## src/rtl/pulse_stretch.sv

```systemverilog
// pulse_stretch: single-cycle trigger to a delayed, stretched strobe
// followed by a hold-off window; reports busy and dropped triggers.
module pulse_stretch #(
    parameter int CNT_W   = 8,
    parameter int DELAY   = 2,
    parameter int WIDTH   = 4,
    parameter int HOLDOFF = 3,
    parameter bit RETRIG  = 1'b0
) (
    input  logic CLK,
    input  logic RST_N,
    input  logic IN,
    output logic OUT,
    output logic BUSY,
    output logic DROP
);

    typedef enum logic [1:0] {
        IDLE = 2'd0,
        DLY  = 2'd1,
        ACT  = 2'd2,
        HOLD = 2'd3
    } state_t;

    localparam logic [CNT_W-1:0] DLY_LD = CNT_W'((DELAY > 0) ? DELAY - 1 : 0);
    localparam logic [CNT_W-1:0] WID_LD = CNT_W'((WIDTH > 0) ? WIDTH - 1 : 0);
    localparam logic [CNT_W-1:0] HLD_LD = CNT_W'((HOLDOFF > 0) ? HOLDOFF - 1 : 0);

    localparam bit PARAM_OK = (WIDTH >= 1) && (DELAY >= 0) && (HOLDOFF >= 0)
                           && (DELAY < 2**CNT_W) && (WIDTH < 2**CNT_W)
                           && (HOLDOFF < 2**CNT_W);

    state_t           state_q, state_d;
    logic [CNT_W-1:0] cnt_q, cnt_d;
    logic             drop_q, drop_d;
    logic             cnt_zero;

    assign cnt_zero = (cnt_q == '0);

    always_comb begin
        state_d = state_q;
        cnt_d   = cnt_q;
        drop_d  = 1'b0;
        unique case (state_q)
            IDLE: begin
                if (IN) begin
                    if (DELAY > 0) begin
                        state_d = DLY;
                        cnt_d   = DLY_LD;
                    end else begin
                        state_d = ACT;
                        cnt_d   = WID_LD;
                    end
                end
            end
            DLY: begin
                drop_d = IN;
                if (cnt_zero) begin
                    state_d = ACT;
                    cnt_d   = WID_LD;
                end else begin
                    cnt_d = cnt_q - 1'b1;
                end
            end
            ACT: begin
                // a retrigger also wins over the exit on the last ACT edge
                if (IN && RETRIG) begin
                    cnt_d = WID_LD;
                end else begin
                    drop_d = IN;
                    if (cnt_zero) begin
                        if (HOLDOFF > 0) begin
                            state_d = HOLD;
                            cnt_d   = HLD_LD;
                        end else begin
                            state_d = IDLE;
                            cnt_d   = '0;
                        end
                    end else begin
                        cnt_d = cnt_q - 1'b1;
                    end
                end
            end
            HOLD: begin
                drop_d = IN;
                if (cnt_zero) begin
                    state_d = IDLE;
                end else begin
                    cnt_d = cnt_q - 1'b1;
                end
            end
        endcase
    end

    always_ff @(posedge CLK or negedge RST_N) begin
        if (!RST_N) begin
            state_q <= IDLE;
            cnt_q   <= '0;
            drop_q  <= 1'b0;
        end else begin
            state_q <= state_d;
            cnt_q   <= cnt_d;
            drop_q  <= drop_d;
        end
    end

    assign OUT  = (state_q == ACT);
    assign BUSY = (state_q != IDLE);
    assign DROP = drop_q;

    param_chk: assert property (@(posedge CLK) PARAM_OK);

endmodule

```

## config.mk

```make
export PLATFORM = sky130hd
export DESIGN_NAME = pulse_stretch
export DESIGN_NICKNAME = d
export VERILOG_FILES = /design/src/rtl/pulse_stretch.sv
export SDC_FILE = /design/constraint.sdc
export NUM_CORES = 1
export LEC_CHECK = 0
export ABC_AREA = 0
export CORE_AREA = 2 2 55 57
export DETAILED_ROUTE_END_ITERATION = 10
export DIE_AREA = 0 0 57 59
export GPL_ROUTABILITY_DRIVEN = 0
export HOLD_SLACK_MARGIN = 0.03
export PLACE_DENSITY = 0.5
export SLEW_MARGIN = 10
export SYNTH_ARGS = -nofsm -noshare
export SYNTH_HDL_FRONTEND = slang
export SYNTH_SLANG_ARGS = --single-unit
```

## constraint.sdc

```tcl
create_clock -name CLK -period 2.6 [get_ports CLK]
set_input_delay 0.65 -clock CLK [delete_from_list [all_inputs] [get_ports CLK]]
set_output_delay 0.65 -clock CLK [all_outputs]
set_load 0.05 [all_outputs]
```

==> results.cfg, run 1 <==
[power]
p_clk_frac = 0.104
switching_share = 0.480
powerDensity_nw_per_um2 = 1410
pwr-share-seq = 0.259
peakVddDrop_mv = 0.731
p_sw_mw = 0.562
p_comb_frac = 0.637
power.internal_mw = 0.610
total_leakage_power_nw = 0.374

[die]
fp.coreArea_um2 = 2710
die_w_um = 57
die_h_um = 59
ios = 6
die_area_um2 = 3360
num_rows = 19
start_util = 0.262

[global_routing]
grt_max_degree = 16
grt_pass1_wl_um = 2620
grt_overflow = 0
grt_usage = 0.102
grt_pass1_vias = 584
antenna_found_initial = 0

[clock_network]
hold_buffers = 0
clock_latency_ps = 270
cts_tree = built
clockBufferDepth = 2
clk_pin_slew_worst_paths_ps = 70
root_buffer = clkbuf_4
cts_setup_buffers = 0
clock_sinks = 11
numCtsBuffers = 3
cts_htree_levels = 1

[synthesis]
yosysSeqAreaShare = 0.387
synth_nets = 83
yosys_warnings = 0
synth_flop_cell = dfrtp_1
ys_types = 27
syn-cell-area_um2 = 711
synthArstFlopShare = 1.00
ys_seq_elements = 11
syn_inst = 73
synth-edff-count = 0
synth_area_per_cell_um2 = 9.74

[routing]
drc = 0
ant_nets = 0
drt-total-wl_um = 1430
drtPass1Iterations = 4
viasPerCell = 4.89
wl_per_cell_um = 12.6
vias = 553
drt-initial-drc-count = 8

[sta]
min_period_over_period = 0.954
worst_pin_slew_ps = 548
rsz0062_at_grt = false
period_minus_slack_ps = 2480
maxSlewViolCount = 0
clock_skew_ps = 2.69
timing.slew.headroom = 0.634
tns_ps = 0
fmax_ghz = 0.403
hold_violations = 0
final-setup-viol-count = 0
fin_hold_ws_ps = 575

[finish]
final_core_util = 0.307
fill_cells = 292
antenna_cells = 0
drive_gt1_frac = 0.134
area_growth_pct = 16.9
fin_nets = 93

[run_status]
status = completed

[hold_path]
min_from = state_q[1]$_DFFE_PN0P_
hold_class = flop to flop

[setup_path]
worstPathArrival_ps = 1830
endpoint_kind = output port
r2r_start = cnt_q[0]$_DFFE_PN0P_
crit_required_ps = 1950
path_cells = inv_1, ha_1, inv_1, clkdlybuf4s50_1
critPathKind = flop to output port
crit_path_top_delay_cell = clkdlybuf4s50_1
cpMostUsedCell = inv_1
cp-start-kind = flop
cp_slowest_stage_delay_ps = 790
cp_max_fo = 4
worstSetupStartpoint = state_q[0]$_DFFE_PN0P_

[placement]
port_buffers = 5
post-dp-hpwl_um = 1050

[run]
max_cap_violations = 0
-- what timing repair did --
item,in CTS,in global routing
setup endpoints to repair,0,1
gates resized for setup,0,1
hold endpoints to repair,0,0
-- final timing paths --
path / endpoint / slack [ps] / depth (start not counted)
worst max-delay path: BUSY / 120 / 4
worst min-delay path: state_q[1]$_DFFE_PN0P_ / 580 / 1
worst max register to register: state_q[1]$_DFFE_PN0P_ / 430 / 6
worst min register to register: state_q[1]$_DFFE_PN0P_ / 580 / 1
max in group asynchronous: cnt_q[3]$_DFFE_PN0P_ / 1530 / 1
min in group asynchronous: cnt_q[0]$_DFFE_PN0P_ / 720 / 1
-- cells by family after synthesis --
family          Yosys count  synth area share
simple gates             24             0.208
mux                       1            0.0158
flops                    11             0.387
buf+inv                   8            0.0440
xor+xnor                  1            0.0123
fa+ha+maj                 7             0.123
compound gates           21             0.210
-- cells in the final DEF, fill, tap and decap left out, types with 2 or more instances in the layout --
cell	instances
inv_1	7
or3_1	4
o21ai_0	5
a311oi_1	2
nand2_1	3
dfrtp_1	11
clkbuf_4	3
nor2_1	6
clkdlybuf4s50_1	4
nor3_1	4
nor2b_1	2
ha_1	7
a21oi_2	2
a21oi_1	5
-- metrics by stage --
stage / total power, mW / cells / instance area (um^2) / setup slack (ps)
finish: 1.17 / 113 / 831 / 121
global route: 1.29 / 113 / 831 / 32.7
CTS: 1.19 / 113 / 828 / 36.5
detailed placement: 1.06 / 109 / 802 / 363
global placement: 1.05 / 109 / 802 / 399
floorplan: 0.889 / 73 / 711 / 710
-- sequential cells by signal, indices dropped and copies added, names as in the netlist --
name / count
DROP: 1
cnt_q: 8
state_q: 2
-- area by class of cell --
cell class                 instances  area [um^2]  area share
inverter                           7         26.3      0.0316
sequential                        11          275       0.331
tap                               31         38.8      0.0467
multi-input combinational         54          404       0.486
timing repair buffer               6         60.1      0.0723
clock buffer                       4         26.3      0.0316
-- power groups by stage --
stage | registers [mW] | clock network (mW) | logic, mW
6_report | 0.303 | 0.122 | 0.747
3_3_place_gp | 0.305 | 0 | 0.748
2_1_floorplan | 0.307 | 0 | 0.582
3_5_place_dp | 0.305 | 0 | 0.756
5_1_grt | 0.311 | 0.136 | 0.845
4_1_cts | 0.302 | 0.129 | 0.761
-- cells in the mapped netlist, drive strengths merged, types with 2 or more instances --
cell type  instances  area, um^2
nor2b              2        12.5
or3                4        25.0
nand2              3        11.3
nor2               6        22.5
a311oi             2        17.5
inv                7        26.3
a21oi              7        42.5
dfrtp             11         275
o21ai              5        25.0
nor3               4        20.0
ha                 7        87.6
-- critical path, delay by kind of cell (launching register included) --
kind | cells | cell delay (ps)
buffers and inverters | 3 | 940
DFF | 1 | 390
adders and majority gates | 1 | 220
-- layer usage --
| layer | part of all wire | wire length (um) | track usage | vias to the layer above |
|---|---|---|---|---|
| met4 | 0.0056 | 8 | 0.0299 | 0 |
| met2 | 0.47 | 676 | 0.174 | 10 |
| met1 | 0.47 | 673 | 0.120 | 260 |
| met5 | 0 | 0 | 0 | - |
| li1 | - | - | - | 281 |
| met3 | 0.046 | 66 | 0.0393 | 2 |
(Power assumes the default switching activity.)
==> inputs of run 2 (changes only) <==
--- a/config.mk
+++ b/config.mk
@@ -6,6 +6,7 @@
 export NUM_CORES = 1
 export LEC_CHECK = 0
 export ABC_AREA = 0
+export ABC_CLOCK_PERIOD_IN_PS = 2600
 export CORE_AREA = 2 2 55 57
 export DETAILED_ROUTE_END_ITERATION = 10
 export DIE_AREA = 0 0 57 59
==> results of run 2 <==
The final DEF is identical to that of run 1; final timing and power are the same.
==> RTL change (flow settings as in run 2) <==
The output `DROP` loses its register stage (`drop_q` becomes a continuous assignment).
--- a/src/rtl/pulse_stretch.sv
+++ b/src/rtl/pulse_stretch.sv
@@ -98,3 +98,2 @@
             cnt_q   <= '0;
-            drop_q  <= 1'b0;
         end else begin
@@ -102,5 +101,6 @@
             cnt_q   <= cnt_d;
-            drop_q  <= drop_d;
         end
     end
+
+    assign drop_q = drop_d;
 
Formal check against the unedited RTL: not equivalent (a bounded check fails within 4 cycles, from zero or initial values and one cycle with RST_N low).
==> RTL change against run 2 <==
Combinational power up 3.5%. Final area up 0.30%. Clock skew shrank 0.00053 ns. Power up 2.0%. Sequential cell count down 1. Core utilization up 0.092 points. Synthesized area fell by 1.6%. Non-clock buffer count unchanged. Routed wire length fell by 8.9%. Final cell count is the same. Setup slack better by 0.031 ns. Sequential share of layout area is 3.1 points lower. Hold slack got worse by 0.023 ns. Critical path type unchanged.
==> RTL change: results <==
group,metric,value,unit
synthesis,synth_area_leaders,"dfrtp_1 (36%), ha_1 (13%), a21oi_1 (5.7%)",
synthesis,seq_area_frac_synth,0.358,
layout,n_fill_cell,308,
synthesis,synth_nets,83,
synthesis,yosysUniqueCellTypes,29,
grt,grt_use_total,0.0891,
worst_setup_path,critPathTopFamily,"buffers and inverters",
placement,place_area,795,um2
min_path,min_to,"cnt_q[1]$_DFFE_PN0P_",
route,vias,555,
min_path,hold_start,"cnt_q[1]$_DFFE_PN0P_",
clock_network,cts-htree-levels,1,
placement,numPortBuffers,5,
synthesis,yosys_warnings,0,
placement,dp_slack,0.253,ns
clock_network,clkSinkCount,10,
sta,finalClockSkew,0.00216,ns
layout,final_cell_area,833,um2
clock_network,numCtsBuffers,3,
synthesis,synth_area,699,um2
route,drt_pass1_iterations,4,
pwr,p_switching,0.000556,W
layout,n_antenna_cell,0,
min_path,worstHoldPathType,"flop to flop",
worst_setup_path,crit_slowest_cell,"clkdlybuf4s50_1",
pwr,p_leak,0.377,nW
clock_network,clock_path_buffers,2,
placement,dp_hpwl,1030,um
worst_setup_path,cp.arrival,1.80,ns
clock_network,cts_root_buf,"clkbuf_4",
sta,max_slew_margin,0.654,
sta,hold_ws,0.552,ns
pwr,ir_drop,0.626,mV
worst_setup_path,r2r_end,"cnt_q[7]$_DFFE_PN0P_",
clock_network,clk_pin_slew,0.06,ns
layout,finalNonFillerCells,113,
grt,grt_pass1_vias,548,
worst_setup_path,crit_path_max_incr_delay,0.79,ns
min_path,whs_path_depth,1,
worst_setup_path,r2r_cells,7,
route,totalWireLength,1300,um
grt,antenna_found_initial,0,
synthesis,synth_commonest_cells,"dfrtp_1 (10), a21oi_1 (8), ha_1 (7), inv_1 (7), nor2_1 (5)",
worst_setup_path,crit_fanout,4,
layout,drive_gt1_frac,0.159,
layout,nets,93,
route,initialDrtViolationCount,7,
grt,grt_max_degree,15,
run_status,status,"complete, no violations",
worst_setup_path,reg2reg_slack,0.48,ns
grt,grt_pass1_wl,2320,um
synthesis,syn_avg_cell_area,9.58,um2
clock_network,postCtsSetupBuffers,0,
worst_setup_path,reg2reg_from,"cnt_q[0]$_DFFE_PN0P_",
layout,reg.largest.list,"cnt_q (8), state_q (2)",
synthesis,ys.flop_type,"dfrtp_1",
clock_network,clock_latency,0.27,ns
synthesis,async_flop_share,1.00,
-- RTL change: power groups by stage --
stage	sequential [W]	combinational, W	clock [W]
CTS	0.000283	0.000781	0.000147
finish	0.000282	0.000773	0.000140
global placement	0.000287	0.000781	0
detailed placement	0.000287	0.000779	0
global route	0.000291	0.000864	0.000156
floorplan	0.000271	0.000607	0
-- RTL change: what timing repair did --
action                     4_1_cts  5_1_grt
hold buffers                     0        0
setup endpoints to repair        0        1
resized for setup                0        1
-- RTL change: logic make-up (layout without fill, tap and decap cells) --
logic type,after synthesis,after routing,share of synthesized area
buf+inv,8,17,0.0537
fa+ha+maj,7,7,0.125
xor+xnor,1,1,0.0125
flops,10,10,0.358
mux,1,1,0.0161
simple gates,25,25,0.220
compound gates,21,21,0.215
-- RTL change: worst max path at each step --
stage,slack [ns],to,start,cells past startpoint
6_report,0.15,BUSY,state_q[0]$_DFFE_PN0P_,4
5_1_grt,0.06,BUSY,state_q[0]$_DFFE_PN0P_,4
4_1_cts,0.06,OUT,state_q[0]$_DFFE_PN0P_,3
3_5_place_dp,0.25,cnt_q[3]$_DFFE_PN0P_,IN,5
3_3_place_gp,0.29,cnt_q[3]$_DFFE_PN0P_,IN,5
2_1_floorplan,0.56,DROP,state_q[0]$_DFFE_PN0P_,3
-- RTL change: cell type report --
type,instances,area [um2],share of cell area
clock buffers,4,36.3,0.0435
inverters,7,26.3,0.0315
multi-input cells,55,412,0.494
flip-flops and latches,10,250,0.300
well taps,31,38.8,0.0465
repair buffers,6,70.1,0.0841
-- RTL change: metal layers --
layer | track usage | share of wire
met3 | 0.0328 | 0.034
met2 | 0.146 | 0.49
met1 | 0.105 | 0.47
met5 | 0 | 0
met4 | 0.0399 | 0.0031
